File: src/rtl/i2c_req_sequencer.sv
// i2c_req_sequencer: two-port round-robin arbiter and transaction sequencer in
// front of a byte-level I2C master. Writes send {dev,0}, reg, data; reads send
// {dev,1} and collect 1..4 bytes. Reports done/err/rdata per transaction.
//
// state     | meaning
// ----------+------------------------------------------------------------
// IDLE      | arbitrate; grant a requester once the master is idle
// START     | address byte presented, m_start low for this single cycle
// WAIT_BUSY | wait for the master to leave idle
// XFER      | byte traffic paced by the master's sended/received windows
// WAIT_IDLE | transfer over (or watchdog expired); wait for master idle
// DONE      | completion pulse to the granted requester, release busy
module i2c_req_sequencer #(
  parameter int TO_W    = 20,
  parameter int TIMEOUT = 100000
) (
  input  logic        clk,
  input  logic        reset,          // asynchronous, active low
  input  logic        req0_valid,
  input  logic        req0_rw,
  input  logic [6:0]  req0_dev,
  input  logic [7:0]  req0_reg,
  input  logic [7:0]  req0_wdata,
  input  logic [1:0]  req0_rlen,
  input  logic        req1_valid,
  input  logic        req1_rw,
  input  logic [6:0]  req1_dev,
  input  logic [7:0]  req1_reg,
  input  logic [7:0]  req1_wdata,
  input  logic [1:0]  req1_rlen,
  output logic        req0_done,
  output logic        req1_done,
  output logic        err,
  output logic [31:0] rdata,
  output logic        busy,
  output logic        grant,
  output logic        m_start,
  input  logic        m_ready,
  output logic        m_send,
  output logic [7:0]  m_datasend,
  input  logic        m_sended,
  output logic        m_receive,
  input  logic [7:0]  m_datareceive,
  input  logic        m_received
);

  typedef enum logic [2:0] {
    S_IDLE, S_START, S_WAIT_BUSY, S_XFER, S_WAIT_IDLE, S_DONE
  } state_t;

  localparam logic [TO_W-1:0] C_TIMEOUT = TO_W'(TIMEOUT);

  state_t          r_state;
  logic            r_sended_d, r_received_d, r_ready_d;
  logic            r_start, r_send, r_receive;
  logic [7:0]      r_datasend;
  logic            r_done0, r_done1, r_err, r_busy, r_grant;
  logic [31:0]     r_rdata;
  logic            r_any_grant;
  logic            r_rw;
  logic [6:0]      r_dev;
  logic [7:0]      r_reg, r_wdata;
  logic [1:0]      r_rlen;
  logic [1:0]      r_tx;
  logic [2:0]      r_rx;
  logic [TO_W-1:0] r_wd;

  logic            w_sended_rise, w_sended_fall;
  logic            w_received_rise, w_received_fall;
  logic            w_ready_rise;
  logic            w_pick1, w_any_req;
  logic            w_wd_hit, w_abort;
  logic [1:0]      w_tx_next;
  logic [2:0]      w_rx_next;

  assign w_sended_rise   = m_sended & ~r_sended_d;
  assign w_sended_fall   = ~m_sended & r_sended_d;
  assign w_received_rise = m_received & ~r_received_d;
  assign w_received_fall = ~m_received & r_received_d;
  assign w_ready_rise    = m_ready & ~r_ready_d;

  // Tie goes to the port not granted last; before any grant port 0 wins.
  assign w_any_req = req0_valid | req1_valid;
  assign w_pick1   = req1_valid & (~req0_valid | (r_any_grant & ~r_grant));

  // Watchdog saturates at TIMEOUT; only the active phases are aborted by it.
  assign w_wd_hit = r_busy & (r_wd == C_TIMEOUT);
  assign w_abort  = w_wd_hit & (r_state inside {S_START, S_WAIT_BUSY, S_XFER});

  // Byte counters saturate so a misbehaving master cannot wrap them.
  assign w_tx_next = (w_sended_fall && (r_tx != 2'd3)) ? r_tx + 2'd1 : r_tx;
  assign w_rx_next = (w_received_fall && (r_rx != 3'd4)) ? r_rx + 3'd1 : r_rx;

  assign req0_done  = r_done0;
  assign req1_done  = r_done1;
  assign err        = r_err;
  assign rdata      = r_rdata;
  assign busy       = r_busy;
  assign grant      = r_grant;
  assign m_start    = r_start;
  assign m_send     = r_send;
  assign m_receive  = r_receive;
  assign m_datasend = r_datasend;

  // Delayed copies of the master handshakes for 1-cycle edge events.
  always_ff @(posedge clk or negedge reset) begin
    if (!reset) begin
      r_sended_d   <= 1'b0;
      r_received_d <= 1'b0;
      r_ready_d    <= 1'b0;
    end else begin
      r_sended_d   <= m_sended;
      r_received_d <= m_received;
      r_ready_d    <= m_ready;
    end
  end

  // Sequencer FSM with registered master strobes and requester status.
  always_ff @(posedge clk or negedge reset) begin
    if (!reset) begin
      r_state     <= S_IDLE;
      r_start     <= 1'b1;
      r_send      <= 1'b0;
      r_receive   <= 1'b0;
      r_datasend  <= 8'h00;
      r_done0     <= 1'b0;
      r_done1     <= 1'b0;
      r_err       <= 1'b0;
      r_rdata     <= 32'h0;
      r_busy      <= 1'b0;
      r_grant     <= 1'b0;
      r_any_grant <= 1'b0;
      r_rw        <= 1'b0;
      r_dev       <= 7'h00;
      r_reg       <= 8'h00;
      r_wdata     <= 8'h00;
      r_rlen      <= 2'd0;
      r_tx        <= 2'd0;
      r_rx        <= 3'd0;
      r_wd        <= '0;
    end else begin
      r_done0 <= 1'b0;
      r_done1 <= 1'b0;
      if (r_busy && (r_state != S_DONE) && !w_wd_hit)
        r_wd <= r_wd + 1'b1;

      if (w_abort) begin
        r_err     <= 1'b1;
        r_start   <= 1'b1;
        r_send    <= 1'b0;
        r_receive <= 1'b0;
        r_state   <= S_WAIT_IDLE;
      end else begin
        case (r_state)
          S_IDLE: begin
            if (m_ready && w_any_req) begin
              r_grant     <= w_pick1;
              r_any_grant <= 1'b1;
              r_rw        <= w_pick1 ? req1_rw    : req0_rw;
              r_dev       <= w_pick1 ? req1_dev   : req0_dev;
              r_reg       <= w_pick1 ? req1_reg   : req0_reg;
              r_wdata     <= w_pick1 ? req1_wdata : req0_wdata;
              r_rlen      <= w_pick1 ? req1_rlen  : req0_rlen;
              r_datasend  <= w_pick1 ? {req1_dev, req1_rw} : {req0_dev, req0_rw};
              r_rdata     <= 32'h0;
              r_tx        <= 2'd0;
              r_rx        <= 3'd0;
              r_wd        <= '0;
              r_err       <= 1'b0;
              r_busy      <= 1'b1;
              r_start     <= 1'b0;
              r_state     <= S_START;
            end
          end
          S_START: begin
            r_start <= 1'b1;
            r_state <= S_WAIT_BUSY;
          end
          S_WAIT_BUSY: begin
            if (!m_ready) begin
              r_receive <= r_rw & (r_rx < {1'b0, r_rlen});
              r_state   <= S_XFER;
            end
          end
          S_XFER: begin
            if (w_ready_rise) begin
              r_send    <= 1'b0;
              r_receive <= 1'b0;
              r_err     <= r_rw ? (w_rx_next <= {1'b0, r_rlen}) : (w_tx_next != 2'd3);
              r_state   <= S_WAIT_IDLE;
            end else if (!r_rw) begin
              if (w_sended_rise)
                r_send <= (r_tx < 2'd2);
              if (w_sended_fall) begin
                r_send <= 1'b0;
                r_tx   <= w_tx_next;
                if (r_tx == 2'd0)
                  r_datasend <= r_reg;
                else if (r_tx == 2'd1)
                  r_datasend <= r_wdata;
              end
            end else begin
              r_receive <= (r_rx < {1'b0, r_rlen});
              if (w_received_rise && !r_rx[2])
                r_rdata[{r_rx[1:0], 3'b000} +: 8] <= m_datareceive;
              if (w_received_fall)
                r_rx <= w_rx_next;
            end
          end
          S_WAIT_IDLE: begin
            r_send    <= 1'b0;
            r_receive <= 1'b0;
            if (w_wd_hit)
              r_err <= 1'b1;
            if (m_ready) begin
              r_done0 <= ~r_grant;
              r_done1 <= r_grant;
              r_state <= S_DONE;
            end
          end
          S_DONE: begin
            r_busy  <= 1'b0;
            r_state <= S_IDLE;
          end
          default: r_state <= S_IDLE;
        endcase
      end
    end
  end

endmodule

File: config.mk
export PLATFORM = sky130hd
export DESIGN_NAME = i2c_req_sequencer
export DESIGN_NICKNAME = d
export VERILOG_FILES = /design/src/rtl/i2c_req_sequencer.sv
export SDC_FILE = /design/constraint.sdc
export NUM_CORES = 1
export LEC_CHECK = 0
export ABC_AREA = 1
export CORE_MARGIN = 4
export CORE_UTILIZATION = 35
export CTS_CLUSTER_SIZE = 12
export DETAILED_ROUTE_END_ITERATION = 10
export GPL_TIMING_DRIVEN = 0
export PLACE_DENSITY = 0.66
export SLEW_MARGIN = 20
export SYNTH_ARGS = -nofsm -noshare
export SYNTH_HDL_FRONTEND = slang
export SYNTH_SLANG_ARGS = --single-unit
File: constraint.sdc
create_clock -name clk -period 3.6 [get_ports clk]
set_clock_uncertainty 0.15 [all_clocks]
set_input_delay 0.72 -clock clk [delete_from_list [all_inputs] [get_ports clk]]
set_output_delay 0.72 -clock clk [all_outputs]
set_load 0.005 [all_outputs]
; Word-level counts from Yosys, hierarchy flattened
; Cells that the tools add are included.
[word_totals]
inputBits = 67
ff_bits = 99
output_inout_bits = 48
[op_classes]
reduce_logical = 28
mux = 67
addsub = 4
eq_ne = 27
n_lt_le_gt_ge = 3
shifts = 2
bitwise = 20
[ops]
columns = cell, n
row1 = $mux W32, 4
row2 = $mux W20, 4
row3 = $mux W8, 9
row4 = $pmux W32 S2, 1
row5 = $bwmux W32, 1
row6 = $shift A8 B7 Y32 const A, 1
row7 = $shiftx A8 B7 Y32, 1
row8 = $mux W3, 10
row9 = $mux W1, 23
row10 = $ne A3 B3 Y1 const B, 7
row11 = $add A20 B1 Y20 const B, 1
row12 = $eq A20 B17 Y1 const B, 1
row13 = $reduce_and A6 Y1, 3
row14 = $ne A2 B2 Y1 const B, 8
row15 = $pmux W8 S2, 1
row16 = $pmux W3 S5, 1
row17 = $mux W2, 6
row18 = $reduce_and A3 Y1, 4
row19 = $and A1 B1 Y1, 10
row20 = $reduce_bool A3 Y1, 3
row21 = $ne A4 B4 Y1 const B, 2
row22 = $not A1 Y1, 8
row23 = $reduce_and A4 Y1, 2
row24 = $reduce_bool A4 Y1, 2
row25 = other kinds (25), 38

; Depth between registers and ports, before layout
[logic_depth]
ltp_word = 9
ltp_mapped = 17
ltp_nobuf = 16

; Worst setup path after synthesis
; No wires, ideal clock.
[synth_timing]
path_kind = reg2reg
start = reg r_rx[0]
end = reg r_err, in the netlist err
setup_ps = 65
slack_ps = 1098
arrival_ps = 2287
period_less_slack_ps = 2502
stages_incl_launch_ff = 18
path_buffers = 1
cell_sequence = dfrtp_1 > clkbuf_1 > inv_1 > ha_1 > clkinv_1 > o21bai_1 > nand2_1 > o21ai_0 > ha_1 > inv_1 > nor2_1 > o21ai_0 > nand3_1 > nand2_1 > nand2_1 > nand2_1 > nand2_1 > nand2_1
[synth_via]
elab_chain_cells = 8
elab_cells_between_ends = 9
classes_between = 1 x add/sub / 1 x order compare / 1 x eq/ne / 5 x mux / 1 x reduce/logical
[synth_rtl]
columns = item, line
row1 = "start, declared", 65  ; logic [2:0] r_rx;
row2 = "start signal, assigned", 207  ; r_rx <= w_rx_next;
row3 = "parallel branches: the longest is 2 deep, another holds $add A3 B1 Y3", -
row4 = $mux W3 (*), 92  ; assign w_rx_next = (w_received_fall && (r_rx != 3'd4)) ? r_rx + 3'd1 : r_rx;
row5 = $le A3 B2 Y1 (*), 189  ; r_err <= r_rw ? (w_rx_next <= {1'b0, r_rlen}) : (w_tx_next != 2'd3);
row6 = $mux W1 (*), 189
row7 = $mux W1 (*), 186  ; if (w_ready_rise) begin
row8 = $pmux W1 S3 (*), 154  ; case (r_state)
row9 = $mux W1 (*), 147  ; if (w_abort) begin
row10 = "end signal, assigned", 189
row11 = "end, declared", 57  ; logic r_done0, r_done1, r_err, r_busy, r_grant;
; Every way passes the cells marked *. The select of a mux whose other input is x is not followed.
; A chain may end at the register's enable or synchronous reset.

; Final worst setup path
; Same ends and word-level chain as after synthesis.

==> flow_summary_export.csv <==
group,metric,value,unit
outcome,status,"completed",
job,max-cap-violations,0,
timing,setup_viol,0,
timing,rsz0062_at_grt,"no",
synth,yosysWarnings,0,
grt,antenna_found_initial,0,
floorplanning,ioPinCount,115,
pwr,p_per_area,657,nW/um^2
synth,netlist_area,6020,um^2
setup_path,crit_path_max_fanout,10,
drt,finalWirelength,16400,um
pwr,ir_worst_vdd,0.000337,V
synth,synth_area_leaders,"dfrtp_1 (41%), nand2_1 (11%), nand3_1 (6.8%)",
floorplanning,std_cell_rows,47,
floorplanning,die_area,19300,um^2
cells_and_area,nets,1004,
timing,fin_crit,3.10,ns
synth,syn_inst,797,
placement,dp_cells,1132,
clock_network,clock-sinks,99,
pwr,total_power,5.12,mW
placement,hpwl,12600,um
placement,gp_congestion,0.925,
setup_path,critPathCaptureType,"flop",
setup_path,critPathLaunchType,"flop",
setup_path,reg2reg_slack,0.50,ns
timing,max_freq,323,MHz
synth,ys_seq_elements,99,
grt,grt-ovfl-total,0,
synth,synth_top_cell_by_area,"dfrtp_1",
timing,slew_headroom,57.4,%
grt,grt_max_degree,67,
floorplanning,die_x,139,um
synth,yosys.cell_types.count,44,
floorplanning,coreArea,16700,um^2
synth,syn_avg_cell_area,7.55,um^2
setup_path,required,3.74,ns
floorplanning,die_y,139,um
drt,detail-route-antenna-nets,0,
synth,synth_ff_type,"dfrtp_1",
setup_path,reg2reg_depth,16,
synth,synth_edf_count,0,
timing,hold_viol,0,
clock_network,postCtsSetupBuffers,0,
drt,route.detailed.drc,0,
placement,dp_slack,0.432,ns
clock_network,numCtsBuffers,9,
synth,syn_nets,878,
setup_path,r2r_start,"r_rx[0]",
synth,yosysSeqAreaShare,41.2,%
clock_network,htree_levels,3,
timing,fin_crit_sh,86.0,%
drt,drt-initial-drc-count,339,
setup_path,critical_path_class,"reg -> reg",
cells_and_area,final_cells,1148,
drt,avgRoutedWirePerCell,14.3,um
synth,ys_async_sr_fraction,100,%
floorplanning,start_util,36.0,%
drt,vias,5602,
cells_and_area,layout-drive-gt1-share,7.22,%
timing,layout_setup_ws,0.503,ns
min_path,hold_path_class,"in -> async",
clock_network,ctsHoldBuffers,0,
clock_network,postCtsResizedCells,0,
timing,tightest_slew,0.638,ns
timing,drv_slew,0,
setup_path,reg2reg_to,"err",
grt,track_usage,17.0,%
drt,drtPass1Iterations,5,
clock_network,clk_pin_slew,0.07,ns
synth,synth.top_cell.area_share,40.8,%
placement,numPortBuffers,114,
timing,setup_tns,0,ns
cells_and_area,n_fill_cell,1702,
cells_and_area,n_antenna_cell,0,
clock_network,cts_buffer_depth,2,
cells_and_area,syn_to_final_growth,29.5,%
clock_network,root_buffer,"clkbuf_16",
grt,grt_pass1_wl,26900,um
grt,grt_pass1_vias,5269,
drt,via_per_inst,4.88,
clock_network,clk_latency,0.35,ns
pwr,p_leak,3.59,nW
clock_network,cts_tree,"yes",
cells_and_area,largest_reg_flops,32,
timing,timing.hold.ws,0.105,ns
setup_path,arrival,3.24,ns
-- cell usage in the layout (no fill, tap or decap), types with 4 or more instances in the layout --
cell,synthesis,layout
nand2_1,171,171
clkdlybuf4s50_1,0,113
inv_1,99,99
dfrtp_1,98,98
nor2_1,87,87
nand3_1,82,82
o21ai_0,70,70
o21bai_1,34,34
nor4_1,16,16
ha_1,14,14
clkbuf_1,13,13
o21ai_1,10,10
o22ai_1,9,9
clkbuf_16,0,9
xor2_1,8,8
inv_2,8,8
a21oi_1,8,8
buf_2,5,5
o21a_1,5,5
or2_2,4,4
buf_4,4,4
a22oi_1,4,4
nor3_1,4,4
-- report_power, final --
part / total, mW / internal (mW) / switching [mW]
Sequential: 1.62 / 1.40 / 0.223
Clock: 1.07 / 0.628 / 0.437
Combinational: 2.43 / 0.911 / 1.52
-- per-stage QoR --
step,utilization (%),area (um^2)
global placement,44.5,7430
detailed placement,44.7,7460
finish,46.6,7790
floorplan,-,6020
CTS,46.6,7790
global route,46.6,7790
-- logic make-up (layout without fill, tap and decap cells) --
group	count (synthesis)	count (layout)	share of synthesized area, %
fa+ha+maj	14	14	2.91
compound gates	148	148	14.6
buf+inv	138	269	9.86
simple gates	388	388	29.9
xor+xnor	10	10	1.46
flops	99	99	41.2
-- worst max path at each step --
stage          startpoint        to  cells after the start  slack (ns)
6_report          r_rx[0]       err                     16        0.50
5_1_grt           r_rx[0]       err                     17        0.23
4_1_cts           r_rx[0]       err                     16        0.57
3_5_place_dp   m_received       err                     14        0.43
3_3_place_gp        reset  rdata[3]                      1       -2.35
2_1_floorplan     r_rx[0]       err                     17        1.10
-- synth_stat cells (4+ instances only) --
cell / number
o21ai_0: 70
nor2_1: 87
o21ai_1: 10
nor3_1: 4
o21bai_1: 34
nand2_1: 171
a21oi_1: 8
a22oi_1: 4
or2_2: 4
o21a_1: 5
o22ai_1: 9
ha_1: 14
nor4_1: 16
buf_4: 4
nand3_1: 82
clkbuf_1: 13
xor2_1: 8
inv_2: 8
inv_1: 99
buf_2: 5
dfrtp_1: 98
-- routing by layer --
metal  vias up  GRT usage [%]  wire length, um
met4         0           5.41              250
li1       2857              -                -
met3        17           3.34             1060
met2       196           26.6             7280
met5         -              0                0
met1      2532           23.8             7840
-- cell type report --
cell class                 instances  area, um^2  share of cell area, %
multi-input combinational        560        2940                   37.8
sequential                        99        2480                   31.8
timing repair buffer             115        1170                   15.0
inverter                         110         418                   5.37
tap                              220         275                   3.53
clock buffer                      10         239                   3.07
buffer                            28         175                   2.25
clock inverter                     6        88.8                   1.14
-- critical path, cell delays in order, from the launching register on --
cell and delay (ns):
dfrtp_1 0.38, clkbuf_1 0.40, inv_1 0.25, ha_1 0.27
clkinv_1 0.17, o21bai_1 0.13, o21ai_0 0.30, ha_1 0.31
inv_1 0.06, nor2_1 0.03, o21ai_0 0.16, nand3_1 0.09
nand2_1 0.08, nand2_1 0.06, nand2_1 0.09, nand2_1 0.06
nand2_1 0.05
No activity file was read; power rests on OpenSTA's default activity.
